--- src/rtl/pipe_pkg.sv ---
// Shared state encoding and saturating-add helper for the generic pipeline stage register.
package pipe_pkg;

    typedef enum logic [1:0] {
        ST_EMPTY = 2'd0,
        ST_ONE   = 2'd1,
        ST_TWO   = 2'd2
    } state_e;

    // Adds inc to cnt and clamps at 2^width-1; width must be 1..32.
    function automatic logic [31:0] sat_add(
        input logic [31:0] cnt,
        input logic [31:0] inc,
        input int unsigned width
    );
        logic [32:0] sum_v;
        logic [32:0] max_v;
        max_v = (33'd1 << width) - 33'd1;
        sum_v = {1'b0, cnt} + {1'b0, inc};
        if (sum_v > max_v) begin
            return max_v[31:0];
        end else begin
            return sum_v[31:0];
        end
    endfunction

endpackage

--- src/rtl/pipe_slot.sv ---
// One storage slot of the stage: W-wide register with load enable and synchronous active-low clear.
module pipe_slot #(
    parameter int W = 8
) (
    input  logic         clk,
    input  logic         clr_n_i,
    input  logic         ld_i,
    input  logic [W-1:0] d_i,
    output logic [W-1:0] q_o
);

    logic [W-1:0] slot_q;

    // Clear wins over load so an invalid slot always reads as zero.
    always_ff @(posedge clk) begin
        if (!clr_n_i) begin
            slot_q <= '0;
        end else if (ld_i) begin
            slot_q <= d_i;
        end
    end

    assign q_o = slot_q;

endmodule

--- src/rtl/pipe_stage_reg.sv ---
// Generic valid/ready pipeline stage register with optional skid slot, flush-to-bubble and
// saturating stall/kill statistics counters.
module pipe_stage_reg
    import pipe_pkg::*;
#(
    parameter int CTRL_W = 16,
    parameter int DATA_W = 160,
    parameter int SKID   = 1,
    parameter int CNT_W  = 16
) (
    input  logic              clk,
    input  logic              rst,
    input  logic              flush,
    input  logic              in_valid,
    output logic              in_ready,
    input  logic [CTRL_W-1:0] in_ctrl,
    input  logic [DATA_W-1:0] in_data,
    output logic              out_valid,
    input  logic              out_ready,
    output logic [CTRL_W-1:0] out_ctrl,
    output logic [DATA_W-1:0] out_data,
    output logic [CNT_W-1:0]  stall_cnt,
    output logic [CNT_W-1:0]  kill_cnt
);

    localparam int W = CTRL_W + DATA_W;

    state_e           state_q;
    state_e           state_d;
    logic [CNT_W-1:0] stall_cnt_q;
    logic [CNT_W-1:0] kill_cnt_q;
    logic [W-1:0]     main_q;
    logic [W-1:0]     skid_q;
    logic [W-1:0]     main_d;
    logic [W-1:0]     in_vec_s;
    logic             main_ld_s;
    logic             main_clr_s;
    logic             skid_ld_s;
    logic             skid_clr_s;
    logic             in_fire_s;
    logic             out_fire_s;
    logic             out_valid_s;
    logic [1:0]       held_s;
    logic [1:0]       kill_inc_s;

    assign in_vec_s    = {in_ctrl, in_data};
    assign out_valid_s = (state_q != ST_EMPTY);
    assign in_ready    = flush | ((SKID != 0) ? (state_q != ST_TWO) : (~out_valid_s | out_ready));
    assign in_fire_s   = in_valid & in_ready;
    assign out_fire_s  = out_valid_s & out_ready;

    // Held entries that a flush this cycle would discard without delivering.
    always_comb begin
        held_s = 2'd0;
        case (state_q)
            ST_ONE:  held_s = 2'd1;
            ST_TWO:  held_s = 2'd2;
            default: held_s = 2'd0;
        endcase
        kill_inc_s = held_s - {1'b0, out_fire_s};
    end

    // Next state and slot load/clear controls.
    always_comb begin
        state_d    = state_q;
        main_d     = in_vec_s;
        main_ld_s  = 1'b0;
        main_clr_s = 1'b0;
        skid_ld_s  = 1'b0;
        skid_clr_s = 1'b0;
        if (flush) begin
            state_d    = ST_EMPTY;
            main_clr_s = 1'b1;
            skid_clr_s = 1'b1;
        end else begin
            case (state_q)
                ST_EMPTY: begin
                    if (in_fire_s) begin
                        state_d   = ST_ONE;
                        main_ld_s = 1'b1;
                    end else begin
                        state_d = ST_EMPTY;
                    end
                end
                ST_ONE: begin
                    if (in_fire_s && out_fire_s) begin
                        main_ld_s = 1'b1;
                    end else if (in_fire_s) begin
                        state_d   = ST_TWO;
                        skid_ld_s = 1'b1;
                    end else if (out_fire_s) begin
                        state_d    = ST_EMPTY;
                        main_clr_s = 1'b1;
                    end else begin
                        state_d = ST_ONE;
                    end
                end
                ST_TWO: begin
                    if (out_fire_s) begin
                        state_d    = ST_ONE;
                        main_d     = skid_q;
                        main_ld_s  = 1'b1;
                        skid_clr_s = 1'b1;
                    end else begin
                        state_d = ST_TWO;
                    end
                end
                default: begin
                    state_d    = ST_EMPTY;
                    main_clr_s = 1'b1;
                    skid_clr_s = 1'b1;
                end
            endcase
        end
    end

    // Occupancy state and saturating statistics counters.
    always_ff @(posedge clk) begin
        if (!rst) begin
            state_q     <= ST_EMPTY;
            stall_cnt_q <= '0;
            kill_cnt_q  <= '0;
        end else begin
            state_q <= state_d;
            if (out_valid_s && !out_ready) begin
                stall_cnt_q <= CNT_W'(sat_add(32'(stall_cnt_q), 32'd1, CNT_W));
            end
            if (flush) begin
                kill_cnt_q <= CNT_W'(sat_add(32'(kill_cnt_q), {30'd0, kill_inc_s}, CNT_W));
            end
        end
    end

    pipe_slot #(.W(W)) u_main (
        .clk     (clk),
        .clr_n_i (rst & ~main_clr_s),
        .ld_i    (main_ld_s),
        .d_i     (main_d),
        .q_o     (main_q)
    );

    if (SKID != 0) begin : g_skid
        pipe_slot #(.W(W)) u_skid (
            .clk     (clk),
            .clr_n_i (rst & ~skid_clr_s),
            .ld_i    (skid_ld_s),
            .d_i     (in_vec_s),
            .q_o     (skid_q)
        );
    end else begin : g_no_skid
        assign skid_q = '0;
    end

    assign out_valid = out_valid_s;
    assign out_ctrl  = main_q[W-1:DATA_W];
    assign out_data  = main_q[DATA_W-1:0];
    assign stall_cnt = stall_cnt_q;
    assign kill_cnt  = kill_cnt_q;

endmodule

--- config.mk ---
export PLATFORM = sky130hd
export DESIGN_NAME = pipe_stage_reg
export DESIGN_NICKNAME = d
export VERILOG_FILES = /design/src/rtl/pipe_pkg.sv /design/src/rtl/pipe_slot.sv /design/src/rtl/pipe_stage_reg.sv
export SDC_FILE = /design/constraint.sdc
export NUM_CORES = 1
export LEC_CHECK = 0
export ABC_AREA = 1
export CORE_MARGIN = 1.5
export CORE_UTILIZATION = 45
export CTS_CLUSTER_SIZE = 40
export DETAILED_ROUTE_END_ITERATION = 6
export PLACE_DENSITY = 0.82
export SYNTH_ARGS = -nofsm -noshare
export SYNTH_HDL_FRONTEND = slang
export SYNTH_SLANG_ARGS = --single-unit
--- constraint.sdc ---
create_clock -name clk -period 3.1 [get_ports clk]
set_clock_uncertainty 0.05 [all_clocks]
set_input_delay 0.62 -clock clk [delete_from_list [all_inputs] [get_ports clk]]
set_output_delay 0.62 -clock clk [all_outputs]
set_load 0.02 [all_outputs]
## Yosys cells after proc, flatten, opt, wreduce, memory -nomap -nowiden

Index checks and enable logic that the tools add are counted.

- Equality and inequality tests: 4
- Magnitude comparators: 2
- Bitwise operators: 8
- $add $sub $neg: 3
- Reductions and logical operators: 8
- Mux-type cells: 26

Operators by type and width:

| cell | number |
|---|---|
| 176-bit 2-to-1 mux | 3 |
| 17-bit by 16-bit > comparator with 1-bit output, second input constant | 2 |
| 16-bit 2-to-1 mux | 2 |
| 16-bit by 1-bit adder with 17-bit output, second input constant | 1 |
| 16-bit by 2-bit adder with 17-bit output | 1 |
| 1-bit 2-to-1 mux | 13 |
| 2-bit 2-to-1 mux | 3 |
| 2-bit case mux with 3 select lines | 1 |
| 2-bit OR reduction | 3 |
| 1-bit bitwise AND | 4 |
| 2-bit != test, second input constant | 2 |
| 1-bit case mux with 2 select lines | 2 |
| 2-bit case mux with 2 select lines | 1 |
| 1-bit inverter | 3 |
| 1-bit case mux with 3 select lines | 1 |
| 2-bit by 1-bit == test with 1-bit output, second input constant | 1 |
| 2-bit == test, second input constant | 1 |
| 1-bit logical AND | 2 |
| 2-bit logical NOT | 1 |
| 2-bit nonzero test | 1 |
| 2-bit by 1-bit subtractor with 2-bit output | 1 |
| 1-bit logical NOT | 1 |
| 1-bit bitwise OR | 1 |

- Bits in registers: 386
- Logic and storage cells: 56
- Input bits: 181

## Depth between registers and ports, before layout

Gate-level depths: netlist of the first run.

- Word-level depth: 9
- Gate-level depth with buffers: 16

## By module

From an unflattened synthesis of the first run, not the netlist that was laid out.

- Cells, all modules: 2796
- Area total of the unflattened synthesis: 18918.1 um2

Modules (own cells, without submodules):

| module | cells an instance | times used | area each (um2) |
|---|---|---|---|
| pipe_slot | 1115 | 2 | 7224.4 |
| pipe_stage_reg | 566 | 1 | 4469.3 |

## Worst setup path after synthesis of the first run

OpenSTA, ideal clock, no wires.

- Path kind: input -> register
- From: input port out_ready
- To: register kill_cnt_q[7], in the netlist kill_cnt[7]
- Library setup time: 74 ps
- Path slack: -119 ps
- Cell stages on the path: 15
- Buffers on the path: 1
- Arrival time: 3095 ps
- Cell sequence: clkinv_1 nor2_1 ha_1 inv_1 ha_1 inv_1 fa_1 nor2_1 nand3_1 nor2_1 nand2_1 nor2_1 nand3_1 clkbuf_1 a31oi_1

- Word-level cells in the longest chain between the ends: 5

Ends and longest elaborated chain:

| element | line | text |
|---|---|---|
| from (decl) | pipe_stage_reg.sv:19 | `input logic out_ready,` |
| 1-bit bitwise AND * | pipe_stage_reg.sv:50 | `assign out_fire_s = out_valid_s & out_ready;` |
| 2-bit by 1-bit subtractor with 2-bit output * | pipe_stage_reg.sv:60 | `kill_inc_s = held_s - {1'b0, out_fire_s};` |
| 16-bit by 2-bit adder with 17-bit output * | pipe_pkg.sv:19 | `sum_v = {1'b0, cnt} + {1'b0, inc};` |
| 17-bit by 16-bit > comparator with 1-bit output | pipe_pkg.sv:20 | `if (sum_v > max_v) begin` |
| 16-bit 2-to-1 mux * | pipe_pkg.sv:20 |  |
| to (signal assigned) | pipe_stage_reg.sv:129 | `kill_cnt_q <= CNT_W'(sat_add(32'(kill_cnt_q), {30'd0, kill_inc_s}, CNT_W));` |
| to (decl) | pipe_stage_reg.sv:31 | `logic [CNT_W-1:0] kill_cnt_q;` |

Mark *: on every way between the ends. The rest lies on a longest branch, timed or not.
A chain may end at the register's enable or synchronous reset.

## Worst setup path in the final report of the first run

- From: input port out_ready
- To: register kill_cnt_q[12], in the netlist kill_cnt[12]

Same word-level chain as after synthesis.

==> metrics, run 1 <==
Area Overhead vs Synth 35.7%; WL met1 approximately 20,000 um; fmax ~360 MHz; synthesized area roughly 16,000 um^2; Site Rows between 60 and 70; RR Endpoint kill_cnt[12]; EDFF count, synth 0; critical path class primary input to flop; Top FF cell, synth dfxtp_1; register bit count reported by yosys 386; Initial Util 45.8%; required time of the critical path around 3.5 ns; failing checks DRC; core area 35,700 um^2; Syn Area/Cell between 7 and 8 um^2; clk slew on worst S/H paths roughly 0.060 ns; Max VDD drop roughly 0.32 mV; DIE HEIGHT around 190 um; crit-path cells clkdlybuf4s50_1 -> clkinv_2 -> nor2_2 -> ha_1 -> inv_1 -> ha_1 -> inv_1 -> fa_1 -> nor2_1 -> nand3_1 -> nor2_2 -> nand2_1 -> nor2_1 -> nand3_1 -> buf_4 -> a31oi_1; Final Power approximately 11 mW; setup bufs post-CTS 0; placed cells 2,838; CTS tree done; final cell count without fillers roughly 2,900; most frequent cell after synthesis dfxtp_1; via count approximately 16,000; Ports 391; status complete, but fails checks; WL met3 3770 um; average wire per standard cell 16.6 um; Hold Path End g_skid.u_skid.q_o[8]; cts hold-fix bufs 0; DP Worst Slack -0.225 ns; CP bufs+invs 5; Min Hold Slack 0.410 ns; CTS root buf clkbuf_16; endpoints failing setup 0; type of origin of the critical path primary input; vias in the first global route between 15,000 and 20,000; CTS H-tree lvls 2; Worst Hold Class flop to flop; P per Cell Area roughly 520 nW/um^2; final hold viol count 0; initial drt markers 905; largest area contributor in the netlist dfxtp_1; origin of the critical flop-to-flop path state_q[1]; Top Metal Used met4; Commonest cells post-synth dfxtp_1, nor2_1, nand2_1, a21oi_1, o21ai_0; Post-Route WL just under 50,000 um; RSZ-0062 raised after global routing false; deepest clock path buffer count 3; Worst path slowest cell clkdlybuf4s50_1; DIE AREA between 30,000 and 40,000 um^2; Worst EP arrival around 3.2 ns; Max FO, Critical Path 11; Hold Crit Depth 2; crit end category flop; Slew headroom between 20% and 30%; IO Port Bufs a little under 400; pin count of the biggest net entering global routing ~100; Post-Synthesis Cells about 2,100; gr usage total between 20% and 30%; final design utilization roughly 62%; YS warnings 0; leakage power of the design around 9 nW; GPL Wtd Cong ~0.85; DP Area 20,800 um^2; Die W roughly 190 um; Slew Viols, Final 0; top post-synthesis cells by area dfxtp_1, o21bai_1, nor2_1; drt pass-1 iters 7; layout cells sized above 1 ~5.4%; Synth top area share a little under half; CTS sink count 386; async set-reset flop share out of synthesis 0%; Worst Hold Launch g_skid.u_skid.q_o[8]; R2R Setup Slk between 0.3 and 0.4 ns; Critical Path Max Stage Delay ~0.5 ns; initial antenna violation count 2; Post-DP HPWL 32,400 um; max capacitance violation total 0; setup TNS 0 ns; Least-Margin Pin Slew 1.15 ns; CP top delay family buffers and inverters; first-pass GRT wire length about 77,000 um; FF-to-FF path depth 15; grt ovf 0; fin crit period 2.81 ns; Yosys cell types 34; total CTS buffers between 40 and 50; post-CTS sizing 0; drt via density 5.42; Synthesized Nets around 2,300; nets@finish between 2,000 and 3,000; antenna viol nets, final 0; Clk Latency, worst-skew pair about 0.54 ns; post-synthesis sequential area ratio a little under half; DR DRC count 24; Finished Cell Area approximately 22,000 um^2; met2 routed WL about 23,000 um; Final WS setup between 0.2 and 0.3 ns; period utilization around nine tenths
-- layer usage --
layer  track usage (%)  up-vias
met2              41.9      577
met5                 0        -
li1                  -     7749
met1              30.3     7390
met3              5.65      113
met4              10.9        0
-- layout make-up --
class                      instances  area (um^2)
multi-input combinational       1380         7260
fill                            2959        13500
antenna                            2         5.00
tap                              461          577
clock inverter                    15          151
clock buffer                      63         1260
timing repair buffer             436         4540
inverter                         175          658
sequential                       386         7730
-- power breakdown --
group          leakage (nW)  internal, mW  switching, mW
sequential             3.13          5.09         0.0976
combinational          5.30         0.608          0.665
clock                 0.704          2.99           2.04
total                  9.13          8.68           2.80
-- worst min-delay path, cell delays in order (launching register included) --
cell and delay, ns:
dfxtp_1 0.31, nand2_1 0.06, a21oi_1 0.05
-- logic make-up (layout without fill, tap and decap cells) --
| family | Yosys count | in the layout | share of synthesized area, % |
|---|---|---|---|
| adder cells (fa/ha/maj) | 6 | 6 | 0.505 |
| flip-flops | 386 | 386 | 47.3 |
| XOR/XNOR | 16 | 16 | 0.858 |
| buffers and inverters | 345 | 689 | 8.44 |
| AND/OR/NAND/NOR | 595 | 595 | 14.4 |
| AO/OA/AOI/OAI | 763 | 763 | 28.5 |
| other | 0 | 2 | 0 |
-- sequential cells by signal, summed over array words and instances, names as in the netlist --
register           cells
stall_cnt             16
u_main.q_o           176
kill_cnt              16
g_skid.u_skid.q_o    176
state_q                2
-- layout by cell type, fill, tap and decap left out, types with 2 or more instances in the layout --
cell and instances:
clkdlybuf4s50_1 390, dfxtp_1 386, nor2_1 286, nand2_1 252
a21oi_1 194, o21ai_0 186, o21bai_1 176, inv_1 170
a211oi_1 118, a31oi_1 74, clkbuf_16 42, nand3_1 37
buf_4 23, buf_12 23, clkbuf_8 13, o21ai_1 11
xor2_1 11, clkinv_2 9, clkbuf_1 8, xnor2_1 5
nand4_1 5, ha_1 5, inv_2 4, nor2_2 3
and2_1 3, diode_2 2, nor3_4 2, nand3_2 2
nor3_1 2, inv_6 2, clkinv_4 2, bufinv_16 2
-- worst max path at each step --
stage	from	endpoint	depth (start not counted)
after floorplan	out_ready	kill_cnt[7]	15
after detailed placement	out_ready	kill_cnt[12]	16
final	out_ready	kill_cnt[12]	16
after CTS	out_ready	kill_cnt[12]	16
after global placement	out_ready	kill_cnt[12]	16
after global routing	out_ready	kill_cnt[5]	16
Power figures use the tool's default switching activity.
==> run 2: changes to the inputs <==
- CAP_MARGIN: default -> 10
- CTS_CLUSTER_SIZE: 40 -> 12
==> run 2 against run 1 <==
  * The run still ends with DRC left
  * Largest power group unchanged
  * Sequential share of layout area up 0.25 points
  * Fmax down 0.74%
  * Die area unchanged
  * Global-route usage about the same
  * Highest routed layer unchanged
  * Via count down 0.10%
  * Design area down 0.70%
  * Wire length up 0.22%
  * Critical endpoint unchanged
==> metrics, run 2 (synthesis gave the netlist of run 1 again) <==
Slew headroom 23.8% (+0.52 points); drt pass-1 iters 7 (unchanged); DP Area 20,800 um^2 (unchanged); Min Hold Slack 0.411 ns (+0.000368 ns); Worst EP arrival 3.24 ns (+0.03 ns); Post-DP HPWL 32,400 um (unchanged); DIE AREA 37,500 um^2 (unchanged); DR DRC count 24 (unchanged); most frequent cells in the layout clkdlybuf4s50_1, dfxtp_1, nor2_1, nand2_1, a21oi_1; type of origin of the critical path primary input; crit-path cells clkdlybuf4s50_1 -> clkinv_2 -> nor2_2 -> ha_1 -> inv_1 -> ha_1 -> inv_1 -> fa_1 -> nor2_1 -> nand3_1 -> nor2_2 -> nand2_1 -> nor2_1 -> nand3_1 -> buf_4 -> a31oi_1; Area Overhead vs Synth 34.8%; via count 15,800 (-0.10%); commonest non-fill, non-tap cell in the layout clkdlybuf4s50_1; layout cells sized above 1 4.86% (-0.52 points); Hold Crit Depth 2 (unchanged); FF-to-FF path depth 15 (unchanged); Max VDD drop 0.340 mV (+6.7%); final design utilization 61.8% (-0.44 points); CTS H-tree lvls 2 (unchanged); pin count of the biggest net entering global routing 104 (unchanged); Post-Route WL 48,600 um (+0.22%); IO Port Bufs 390 (unchanged); deepest clock path buffer count 3 (unchanged); antenna viol nets, final 0 (unchanged); vias in the first global route 15,100 (-1.1%); initial drt markers 863 (-4.6%); DP Worst Slack -0.225 ns (unchanged); crit end category flop; Critical Path Max Stage Delay 0.50 ns (about the same); setup bufs post-CTS 0 (unchanged); cts hold-fix bufs 0 (unchanged); average wire per standard cell 16.7 um (+0.46%); initial antenna violation count 1 (-1); final hold viol count 0 (unchanged); GPL Wtd Cong 0.849 (unchanged); Initial Util 45.8% (unchanged); required time of the critical path 3.51 ns (about the same); endpoints failing setup 0 (unchanged); status complete, but fails checks; max capacitance violation total 0 (unchanged); Site Rows 69 (unchanged); first-pass GRT wire length 77,300 um (-0.20%); Clk Latency, worst-skew pair 0.55 ns (about the same); Ports 391 (unchanged); fmax 354 MHz (-0.74%); Final WS setup 0.272 ns (-0.0210 ns); drt via density 5.43 (+0.14%); post-CTS sizing 0 (unchanged); core area 35,700 um^2 (unchanged); DIE HEIGHT 194 um (unchanged); leakage power of the design 9.04 nW (-1.0%); nets@finish 2,608 (unchanged); Finished Cell Area 22,000 um^2 (-0.70%); CTS tree done; total CTS buffers 42 (unchanged); clk slew on worst S/H paths 0.06 ns (about the same); Worst Hold Class flop to flop; fin crit period 2.83 ns (+0.0210 ns); critical path class primary input to flop; CTS sink count 386 (unchanged); Worst path slowest cell clkdlybuf4s50_1; failing checks DRC; grt ovf 0 (unchanged); Least-Margin Pin Slew 1.14 ns (-0.00785 ns); P per Cell Area 504 nW/um^2 (-2.7%); gr usage total 24.9% (+0.036 points); Die W 194 um (unchanged); RSZ-0062 raised after global routing false; Max FO, Critical Path 11 (unchanged); CTS root buf clkbuf_16; Slew Viols, Final 0 (unchanged); period utilization 91.2% (+0.68 points)
==> run 2: changes by cell type in the layout (fill, tap and decap cells not counted) <==
| cell | before | now |
|---|---|---|
| bufinv_16 | 2 | 0 |
| clkinvlp_4 | 0 | 2 |
| clkinv_2 | 9 | 5 |
| diode_2 | 2 | 1 |
| clkbuf_8 | 13 | 6 |
| clkbuf_1 | 8 | 15 |
| clkinv_4 | 2 | 0 |
==> run 2: final cells by class <==
| type | count | area, um^2 |
|---|---|---|
| Clock inverter | 9 | 68.8 |
| Timing Repair Buffer | 436 | 4540 |
| Tap cell | 461 | 577 |
| Antenna cell | 1 | 2.50 |
| Sequential cell | 386 | 7730 |
| Multi-Input combinational cell | 1380 | 7260 |
| Fill cell | 2990 | 13600 |
| Inverter | 175 | 658 |
| Clock buffer | 63 | 1190 |
==> run 2: worst paths after layout <==
path                         start               endpoint  slack, ns
max reg2reg             state_q[1]           kill_cnt[12]       0.33
max                      out_ready           kill_cnt[12]       0.27
min reg2reg  g_skid.u_skid.q_o[50]  g_skid.u_skid.q_o[50]       0.41
min          g_skid.u_skid.q_o[50]  g_skid.u_skid.q_o[50]       0.41
==> run 2: per-stage QoR <==
step	total power, mW	instances	setup TNS [ns]
2_1_floorplan	5.90	2111	0
4_1_cts	11.2	2910	0
3_5_place_dp	6.56	2838	-3.10
3_3_place_gp	6.53	2838	-3.19
6_report	11.1	2911	0
5_1_grt	11.5	2911	0
==> run 2: layer usage <==
layer  track usage, %  vias to the layer above  share of wire [%]
met3             5.72                      105                7.4
met5                0                        -                  0
li1                 -                     7745                  -
met1             30.4                     7400                 41
met4             11.5                        0                4.3
met2             41.6                      563                 47
==> run 2: where the power goes <==
group          leakage (nW)  internal, mW  switching, mW  total [mW]
combinational          5.30         0.608          0.665        1.27
sequential             3.13          5.09         0.0966        5.18
clock                 0.610          2.65           1.99        4.64
==> run 2: worst max-delay path: cells and delay by family <==
kind / cells / cell delay, ns
AO/OA/AOI/OAI: 1 / 0.16
adder cells (fa/ha/maj): 3 / 0.80
AND/OR/NAND/NOR: 7 / 0.80
buffers and inverters: 5 / 0.88
==> run 3: changes to the inputs <==
- RECOVER_POWER: default -> 25
- SETUP_SLACK_MARGIN: default -> 0.05
- TNS_END_PERCENT: default -> 1
==> run 3 against run 2 <==
  * The flow still finishes with violations (DRC)
  * Critical endpoint unchanged
  * Largest cell class unchanged
  * Via count about the same
  * Critical path type unchanged
  * Clock power about the same
  * Worst setup slack got worse by 0.00052 ns
==> metrics, run 3 (synthesis gave the netlist of run 1 again) <==
status complete, but fails checks; failing checks DRC; Final WS setup 0.271 ns (-0.000517 ns); Die W 194 um (unchanged); DR DRC count 24 (unchanged); FF-to-FF path depth 15 (unchanged); drt via density 5.43 (about the same); CTS tree done; origin of the critical flop-to-flop path state_q[1]; Site Rows 69 (unchanged); CTS H-tree lvls 2 (unchanged); Worst path slowest cell clkdlybuf4s50_1; Worst EP arrival 3.24 ns (about the same); antenna viol nets, final 0 (unchanged); Initial Util 45.8% (unchanged); type of origin of the critical path primary input; Finished Cell Area 22,000 um^2 (-0.28%); RR Endpoint kill_cnt[12]; placed cells 2,838 (unchanged); deepest clock path buffer count 3 (unchanged); Worst Hold Launch g_skid.u_skid.q_o[8]; Post-Route WL 48,400 um (-0.31%); fillers 3,002 (+0.40%); pin count of the biggest net entering global routing 104 (unchanged); final cell count without fillers 2,911 (unchanged); leakage power of the design 9.27 nW (+2.6%); grt met3 use 5.72% (unchanged); crit end category flop; Post-DP HPWL 32,400 um (unchanged); Hold Crit Depth 2 (unchanged); DP Worst Slack -0.225 ns (unchanged); Least-Margin Pin Slew 1.18 ns (+0.0342 ns); Area Overhead vs Synth 34.4%; Critical Path Start out_ready; DIE AREA 37,500 um^2 (unchanged); period utilization 91.3% (about the same); most frequent CP cell nor2_2; DP Area 20,800 um^2 (unchanged); commonest non-fill, non-tap cell in the layout dfxtp_1; via count 15,800 (-0.082%); Multi-input gate area 7260 um^2 (unchanged); P per Cell Area 504 nW/um^2 (about the same); register area 7730 um^2 (unchanged); endpoints failing setup 0 (unchanged); IO Port Bufs 390 (unchanged); fmax 353 MHz (about the same); Clk Latency, worst-skew pair 0.55 ns (about the same); global routing's busiest layer met2; vias in the first global route 15,100 (unchanged); required time of the critical path 3.51 ns (about the same); Hold Path End g_skid.u_skid.q_o[8]; M1 GR Usage 30.4% (unchanged); CP bufs+invs 5 (unchanged); final hold viol count 0 (unchanged); nets@finish 2,608 (unchanged); Critical Path Max Stage Delay 0.50 ns (about the same); Max FO, Critical Path 11 (unchanged); fin crit period 2.83 ns (+0.000517 ns); Ports 391 (unchanged); layout cells sized above 1 4.74% (-0.12 points); crit-path cells clkdlybuf4s50_1 -> clkinv_2 -> nor2_2 -> ha_1 -> inv_1 -> ha_1 -> inv_1 -> fa_1 -> nor2_2 -> nand3_1 -> nor2_2 -> nand2_1 -> nor2_1 -> nand3_1 -> buf_4 -> a31oi_1; DIE HEIGHT 194 um (unchanged); first-pass GRT wire length 77,300 um (unchanged); initial antenna violation count 1 (unchanged); CP top delay family buffers and inverters; core area 35,700 um^2 (unchanged); CTS sink count 386 (unchanged); cts hold-fix bufs 0 (unchanged); RSZ-0062 raised after global routing false; Slew headroom 21.6% (-2.3 points); critical path class primary input to flop; initial drt markers 813 (-5.8%); Worst Hold Class flop to flop; drt pass-1 iters 7 (unchanged); gr usage total 24.9% (unchanged); most frequent cells in the layout dfxtp_1, clkdlybuf4s50_1, nor2_1, nand2_1, a21oi_1; Slew Viols, Final 0 (unchanged); max capacitance violation total 0 (unchanged); average wire per standard cell 16.6 um (-0.31%); setup TNS 0 ns (unchanged); total CTS buffers 42 (unchanged); grt ovf 0 (unchanged); clk slew on worst S/H paths 0.05 ns (about the same); CTS root buf clkbuf_16; met2 Use GR 41.6% (unchanged); GPL Wtd Cong 0.849 (unchanged); R2R Setup Slk 0.33 ns (about the same); Max VDD drop 0.339 mV (-0.13%)
-- run 3: cell types whose count changed in the layout (fill, tap and decap cells not counted), moves of 2 or more --
| cell | change |
|---|---|
| buf_12 | -4 |
| clkbuf_4 | +3 |
| clkdlybuf4s50_1 | -80 |
| dlygate4sd3_1 | +80 |
| buf_4 | -3 |
| clkbuf_1 | +2 |
| clkbuf_2 | +2 |
-- run 3: per-layer routing --
layer	part of all wire [%]	routed length, um
met5	0	0
met1	41	19700
met2	47	22900
met4	4.4	2150
met3	7.7	3710
-- run 3: what timing repair did --
action,CTS,global route
endpoints found under the setup margin,0,2
setup buffers,0,0
gates resized for setup,0,1
-- run 3: metrics by stage --
step	hold WS [ns]	utilization, %	power [mW]
after floorplan	0.390	-	5.90
after global placement	0.397	58.2	6.53
after detailed placement	0.402	58.2	6.56
after CTS	0.411	61.8	11.2
after global routing	0.422	61.6	11.5
final	0.410	61.6	11.1
-- run 3: power by group --
part / internal (mW) / switching, mW / total [mW]
clock: 2.65 / 1.99 / 4.64
combinational: 0.589 / 0.663 / 1.25
sequential: 5.09 / 0.0947 / 5.18
-- run 3: cell type report --
cell class                      count  share of cell area, %
Multi-Input combinational cell   1380                   33.1
Inverter                          175                   3.00
Tap cell                          461                   2.63
Sequential cell                   386                   35.2
Clock buffer                       63                   5.42
Timing Repair Buffer              436                   20.4
Antenna cell                        1                 0.0114
Clock inverter                      9                  0.313
-- run 3: worst max-delay path by stage --
stage / slack [ns] / cells past startpoint / endpoint
after floorplan: 0.13 / 15 / kill_cnt[7]
after global placement: -0.23 / 16 / kill_cnt[12]
after detailed placement: -0.23 / 16 / kill_cnt[12]
after CTS: 0.29 / 16 / kill_cnt[12]
after global routing: 0.07 / 16 / kill_cnt[5]
final: 0.27 / 16 / kill_cnt[12]
-- run 3: tightest hold or removal path, delay by kind of cell, from the launching register on --
family	cells	cell delay [ns]
compound gates	1	0.05
simple gates	1	0.06
flops	1	0.30
